`config.mk`:
```
export PLATFORM = sky130hd
export DESIGN_NAME = mem_arbiter
export DESIGN_NICKNAME = d
export VERILOG_FILES = /design/src/rtl/mem_arbiter.sv
export SDC_FILE = /design/constraint.sdc
export NUM_CORES = 1
export LEC_CHECK = 0
export CAP_MARGIN = 0
export CORE_AREA = 4 4 288 290
export CTS_CLUSTER_SIZE = 14
export DETAILED_ROUTE_END_ITERATION = 7
export DIE_AREA = 0 0 292 294
export GPL_ROUTABILITY_DRIVEN = 1
export PLACE_DENSITY = 0.54
export SLEW_MARGIN = 30
export SYNTH_ARGS = -nofsm -noshare
export SYNTH_HDL_FRONTEND = slang
export SYNTH_SLANG_ARGS = --single-unit
```
`constraint.sdc`:
```
create_clock -name clk -period 4 [get_ports clk]
set_input_delay 0.4 -clock clk [delete_from_list [all_inputs] [get_ports clk]]
set_output_delay 0.4 -clock clk [all_outputs]
set_load 0.05 [all_outputs]
```
`src/rtl/mem_arbiter.sv`:
```
// Serializes I-cache and D-cache line requests onto one shared memory port,
// routes each mem_ready back to its owner, and flags transactions that stall.
module mem_arbiter #(
  parameter int ADDR_W  = 28,
  parameter int DATA_W  = 128,
  parameter int TIMEOUT = 1023
) (
  input  logic              clk,
  input  logic              rst_n,
  input  logic              i_read,
  input  logic              i_write,
  input  logic [ADDR_W-1:0] i_addr,
  output logic [DATA_W-1:0] i_rdata,
  output logic              i_ready,
  input  logic              d_read,
  input  logic              d_write,
  input  logic [ADDR_W-1:0] d_addr,
  input  logic [DATA_W-1:0] d_wdata,
  output logic [DATA_W-1:0] d_rdata,
  output logic              d_ready,
  output logic              mem_read,
  output logic              mem_write,
  output logic [ADDR_W-1:0] mem_addr,
  output logic [DATA_W-1:0] mem_wdata,
  input  logic [DATA_W-1:0] mem_rdata,
  input  logic              mem_ready,
  output logic              err_timeout
);

  typedef enum logic [1:0] {IDLE, SERVE_I, SERVE_D, RELEASE} state_t;

  state_t      state, state_nxt;
  logic        last_d;
  logic [15:0] wd_cnt;
  logic        grant_i, grant_d, done_i, done_d;
  logic        d_pend, serving;

  // The I-cache is read-only; its write strobe is deliberately dropped.
  logic unused_i_write;
  assign unused_i_write = i_write;

  assign d_pend  = d_read | d_write;
  assign serving = (state == SERVE_I) || (state == SERVE_D);

  // NOTE: sequential state uses non-blocking assignments so every register
  // samples the pre-edge values, independent of process ordering.
  always_ff @(posedge clk or negedge rst_n) begin
    if (!rst_n) state <= IDLE;
    else        state <= state_nxt;
  end

  // NOTE: every signal written here gets a default first, so no path leaves
  // a value unassigned and no latch is inferred.
  always_comb begin
    state_nxt = state;
    grant_i   = 1'b0;
    grant_d   = 1'b0;
    done_i    = 1'b0;
    done_d    = 1'b0;
    unique case (state)
      IDLE: begin
        // On a tie D wins unless D had the previous grant.
        if (d_pend && (!i_read || !last_d)) begin
          grant_d   = 1'b1;
          state_nxt = SERVE_D;
        end else if (i_read) begin
          grant_i   = 1'b1;
          state_nxt = SERVE_I;
        end
      end
      SERVE_I: begin
        if (mem_ready) begin
          done_i    = 1'b1;
          state_nxt = RELEASE;
        end
      end
      SERVE_D: begin
        if (mem_ready) begin
          done_d    = 1'b1;
          state_nxt = RELEASE;
        end
      end
      RELEASE: state_nxt = IDLE;
      default: state_nxt = IDLE;
    endcase
  end

  always_ff @(posedge clk or negedge rst_n) begin
    if (!rst_n) begin
      last_d      <= 1'b0;
      wd_cnt      <= '0;
      mem_read    <= 1'b0;
      mem_write   <= 1'b0;
      mem_addr    <= '0;
      mem_wdata   <= '0;
      i_rdata     <= '0;
      d_rdata     <= '0;
      i_ready     <= 1'b0;
      d_ready     <= 1'b0;
      err_timeout <= 1'b0;
    end else begin
      i_ready <= 1'b0;
      d_ready <= 1'b0;

      if (grant_i || grant_d) begin
        last_d    <= grant_d;
        wd_cnt    <= '0;
        mem_addr  <= grant_d ? d_addr : i_addr;
        // A D request with both strobes serves the write; the read stays pending.
        mem_read  <= grant_i | (d_read & ~d_write);
        mem_write <= grant_d & d_write;
        if (grant_d) mem_wdata <= d_wdata;
      end

      if (done_i) begin
        i_rdata <= mem_rdata;
        i_ready <= 1'b1;
      end
      if (done_d) begin
        d_rdata <= mem_rdata;
        d_ready <= 1'b1;
      end
      if (done_i || done_d) begin
        mem_read  <= 1'b0;
        mem_write <= 1'b0;
      end

      // Watchdog only flags; the transaction keeps waiting for memory.
      if (serving && !mem_ready) begin
        if (wd_cnt != 16'hFFFF) wd_cnt <= wd_cnt + 16'd1;
        if (({1'b0, wd_cnt} + 17'd1) >= 17'(TIMEOUT)) err_timeout <= 1'b1;
      end
    end
  end

endmodule

```
==> flow_metrics.env <==
export IMPL_initialDrtViolationCount=444
export IMPL_ff2ff_path_depth=6
export IMPL_cts_root_buf="clkbuf_16"
export IMPL_worst_pin_slew_ps=832
export IMPL_drtAntennaViolNets=0
export IMPL_grt_usage=0.129
export IMPL_place_hpwl_um=42500
export IMPL_skew_ps=23.0
export IMPL_async_flop_share=1.00
export IMPL_finalCriticalPeriod_ps=2460
export IMPL_reg2reg_slack_ps=1540
export IMPL_synthFlopType="dfrtp_1"
export IMPL_cp_start_kind="flop"
export IMPL_outcome="finished clean"
export IMPL_cp_data_required_time_ps=4460
export IMPL_viasPerCell=4.08
export IMPL_worstSetupEndpointType="flop"
export IMPL_cts_htree_levels=2
export IMPL_fmax_mhz=407
export IMPL_rows=104
export IMPL_worstReg2RegStart="wd_cnt[0]"
export IMPL_syn_mean_instance_area_um2=12.3
export IMPL_clkSinkCount=436
export IMPL_ctsResizeCount=0
export IMPL_cap_violations=0
export IMPL_ios=736
export IMPL_dieArea_um2=85800
export IMPL_die_w_um=292
export IMPL_fin_nets=2448
export IMPL_coreArea_um2=80300
export IMPL_fill_cells=7911
export IMPL_cp_cell_sequence="ha_1, nand3_4, nor4_4, a31o_1, nor3_1, a211o_1"
export IMPL_r2r_end="wd_cnt[3]"
export IMPL_ys_seq_area_frac=0.640
export IMPL_grt_pass1_vias=14237
export IMPL_finalSetupTns_ps=0
export IMPL_synth_cells=1385
export IMPL_ir_drop_v=0.000673
export IMPL_worstPathMaxFanout=17
export IMPL_fp_dieH_um=294
export IMPL_synth_area_leader_cell="dfrtp_1"
export IMPL_grt_start_max_net_pins=131
export IMPL_cp_startpoint="wd_cnt[0]"
export IMPL_yosysTopAreaCellShare=0.640
export IMPL_holdBufCountCts=1
export IMPL_cts_made_buffers=53
export IMPL_fin_cells=3226
export IMPL_grt_pass1_wl_um=88100
export IMPL_ctsLongestPathBuffers=3
export IMPL_ys_top_cells_by_area="dfrtp_1, mux2_2, nand2_1"
export IMPL_start_util=0.212
export IMPL_crit_type="flop to flop"
export IMPL_power_density_nw_per_um2=1050
export IMPL_drv_slew=0
export IMPL_drc=0
export IMPL_final_hold_viol_count=0
export IMPL_synth_edff_count=0
export IMPL_max_slew_margin=0.439
export IMPL_routed_wl_um=57900
export IMPL_wl_per_cell_um=17.9
export IMPL_crit_path_top_delay_cell="a31o_1"
export IMPL_setup_viol=0
export IMPL_period_share=0.614
export IMPL_p_leak_uw=0.0120
export IMPL_portBuffers=734
export IMPL_syn_nets=1710
export IMPL_via_count=13163
export IMPL_clkLatencyLatePin_ps=590
export IMPL_cts_tree="yes"
export IMPL_ys_types=46
export IMPL_drive_gt1_frac=0.175
export IMPL_syn2layout_area_growth_pct=61.2
export IMPL_place_gp_congestion=0.822
export IMPL_cts_clk_slew_worst_paths_ps=60
export IMPL_rsz0062_at_grt="false"
export IMPL_antenna_found_initial=5
export IMPL_ys_ff_latch=436
export IMPL_synth_area_um2=17000
export IMPL_hold_path_class="input pin to async pin"
export IMPL_endpoint="wd_cnt[3]"
export IMPL_critical_path_max_stage_delay_ps=620
export IMPL_power_uw=28700
export IMPL_post_cts_setup_buffer_count=0
export IMPL_dp_cells=3125
export IMPL_critPathArrivalTime_ps=2910
export IMPL_hold_slack_ps=312
export IMPL_yosysWarnings=0
export IMPL_first_pass_iters=5
export IMPL_gr_total_overflow=0
cells by family after synthesis:
kind of cell	Yosys count	share of synthesized area
xor+xnor	3	0.00154
compound gates	78	0.0283
simple gates	496	0.119
flops	436	0.640
mux	284	0.186
fa+ha+maj	6	0.00440
buf+inv	82	0.0211
cells in the final DEF, fill, tap and decap left out, drive strengths merged, types with 2 or more instances in the layout:
cell           count
clkdlybuf4s50    733
dfrtp            436
nand2            429
mux2             257
clkbuf            77
o21ai             37
mux2i             27
buf               24
a21oi             12
nor2              11
inv               11
nand3             10
clkinv            10
nor3               9
nand4              7
and3               7
nand2b             6
a211o              6
ha                 6
o211ai             5
nor4               5
and4               4
o22ai              4
and2               4
a31oi              4
diode              3
a21o               3
bufinv             3
xor2               2
a31o               2
where the power goes:
part / total, uW / switching (uW) / internal (uW) / leakage, uW
clock: 4800 / 1890 / 2900 / 0.000877
sequential: 7710 / 1150 / 6560 / 0.00529
combinational: 16200 / 10700 / 5560 / 0.00584
how the worst min path moves through the flow:
stage,startpoint,to,slack (ps),cells past startpoint
after CTS,d_wdata[25],mem_wdata[25],290,3
after floorplan,rst_n,d_rdata[0],100,0
after global routing,rst_n,d_rdata[10],290,2
after detailed placement,mem_wdata[11],mem_wdata[11],460,2
after global placement,mem_wdata[27],mem_wdata[27],460,2
final,rst_n,i_rdata[9],310,2
per-layer routing:
metal / share of wire / vias to the layer above / track usage
met1: 0.37 / 6466 / 0.147
met4: 0.033 / 0 / 0.0462
li1: - / 6139 / -
met5: 0 / - / 0
met2: 0.52 / 453 / 0.230
met3: 0.075 / 105 / 0.0380
through the flow:
step                       util  instance area [um^2]  setup slack [ps]
final                     0.342                 27500              1540
after global routing      0.342                 27500              1300
after CTS                 0.342                 27400              1530
after detailed placement  0.319                 25600              1230
after global placement    0.319                 25600              1230
after floorplan               -                 17000              2070
synthesized netlist by cell type (2+ instances only):
master / number
and2_1: 4
ha_1: 6
nand2b_1: 6
buf_2: 22
nand2_1: 428
a21o_1: 3
a211o_1: 6
o22ai_1: 4
clkbuf_1: 51
o211ai_1: 5
dfrtp_1: 436
xor2_1: 2
and3_1: 7
nor3_1: 9
and4_1: 4
inv_1: 7
o21ai_0: 36
nand3_1: 9
nand4_1: 7
a31oi_1: 3
mux2_2: 256
nor2_1: 10
mux2i_1: 27
a21oi_1: 12
nor4_1: 4
critical path: cells and delay by family, from the launching register on:
kind                       cells  cell delay, ps
AOI/OAI and AO/OA              2             910
adders and majority gates      1             290
DFF                            1             430
and+or+nand+nor                3             700
sequential cells by signal, summed over array words and instances, names as in the netlist:
name	cells
d_rdata	128
i_rdata	128
mem_wdata	128
mem_addr	28
wd_cnt	16
state	2
d_ready	1
err_timeout	1
i_ready	1
last_d	1
mem_read	1
mem_write	1
layout make-up:
class                           count  area (um^2)  area share
Antenna cell                        3         7.51    0.000273
Clock buffer                       77         1570      0.0570
Clock inverter                     18          198     0.00719
Inverter                            7         26.3    0.000956
Multi-Input combinational cell    867         5790       0.211
Sequential cell                   436        10900       0.397
Tap cell                         1060         1330      0.0483
Timing Repair Buffer              758         7650       0.278
No activity file was read; power rests on OpenSTA's default activity.
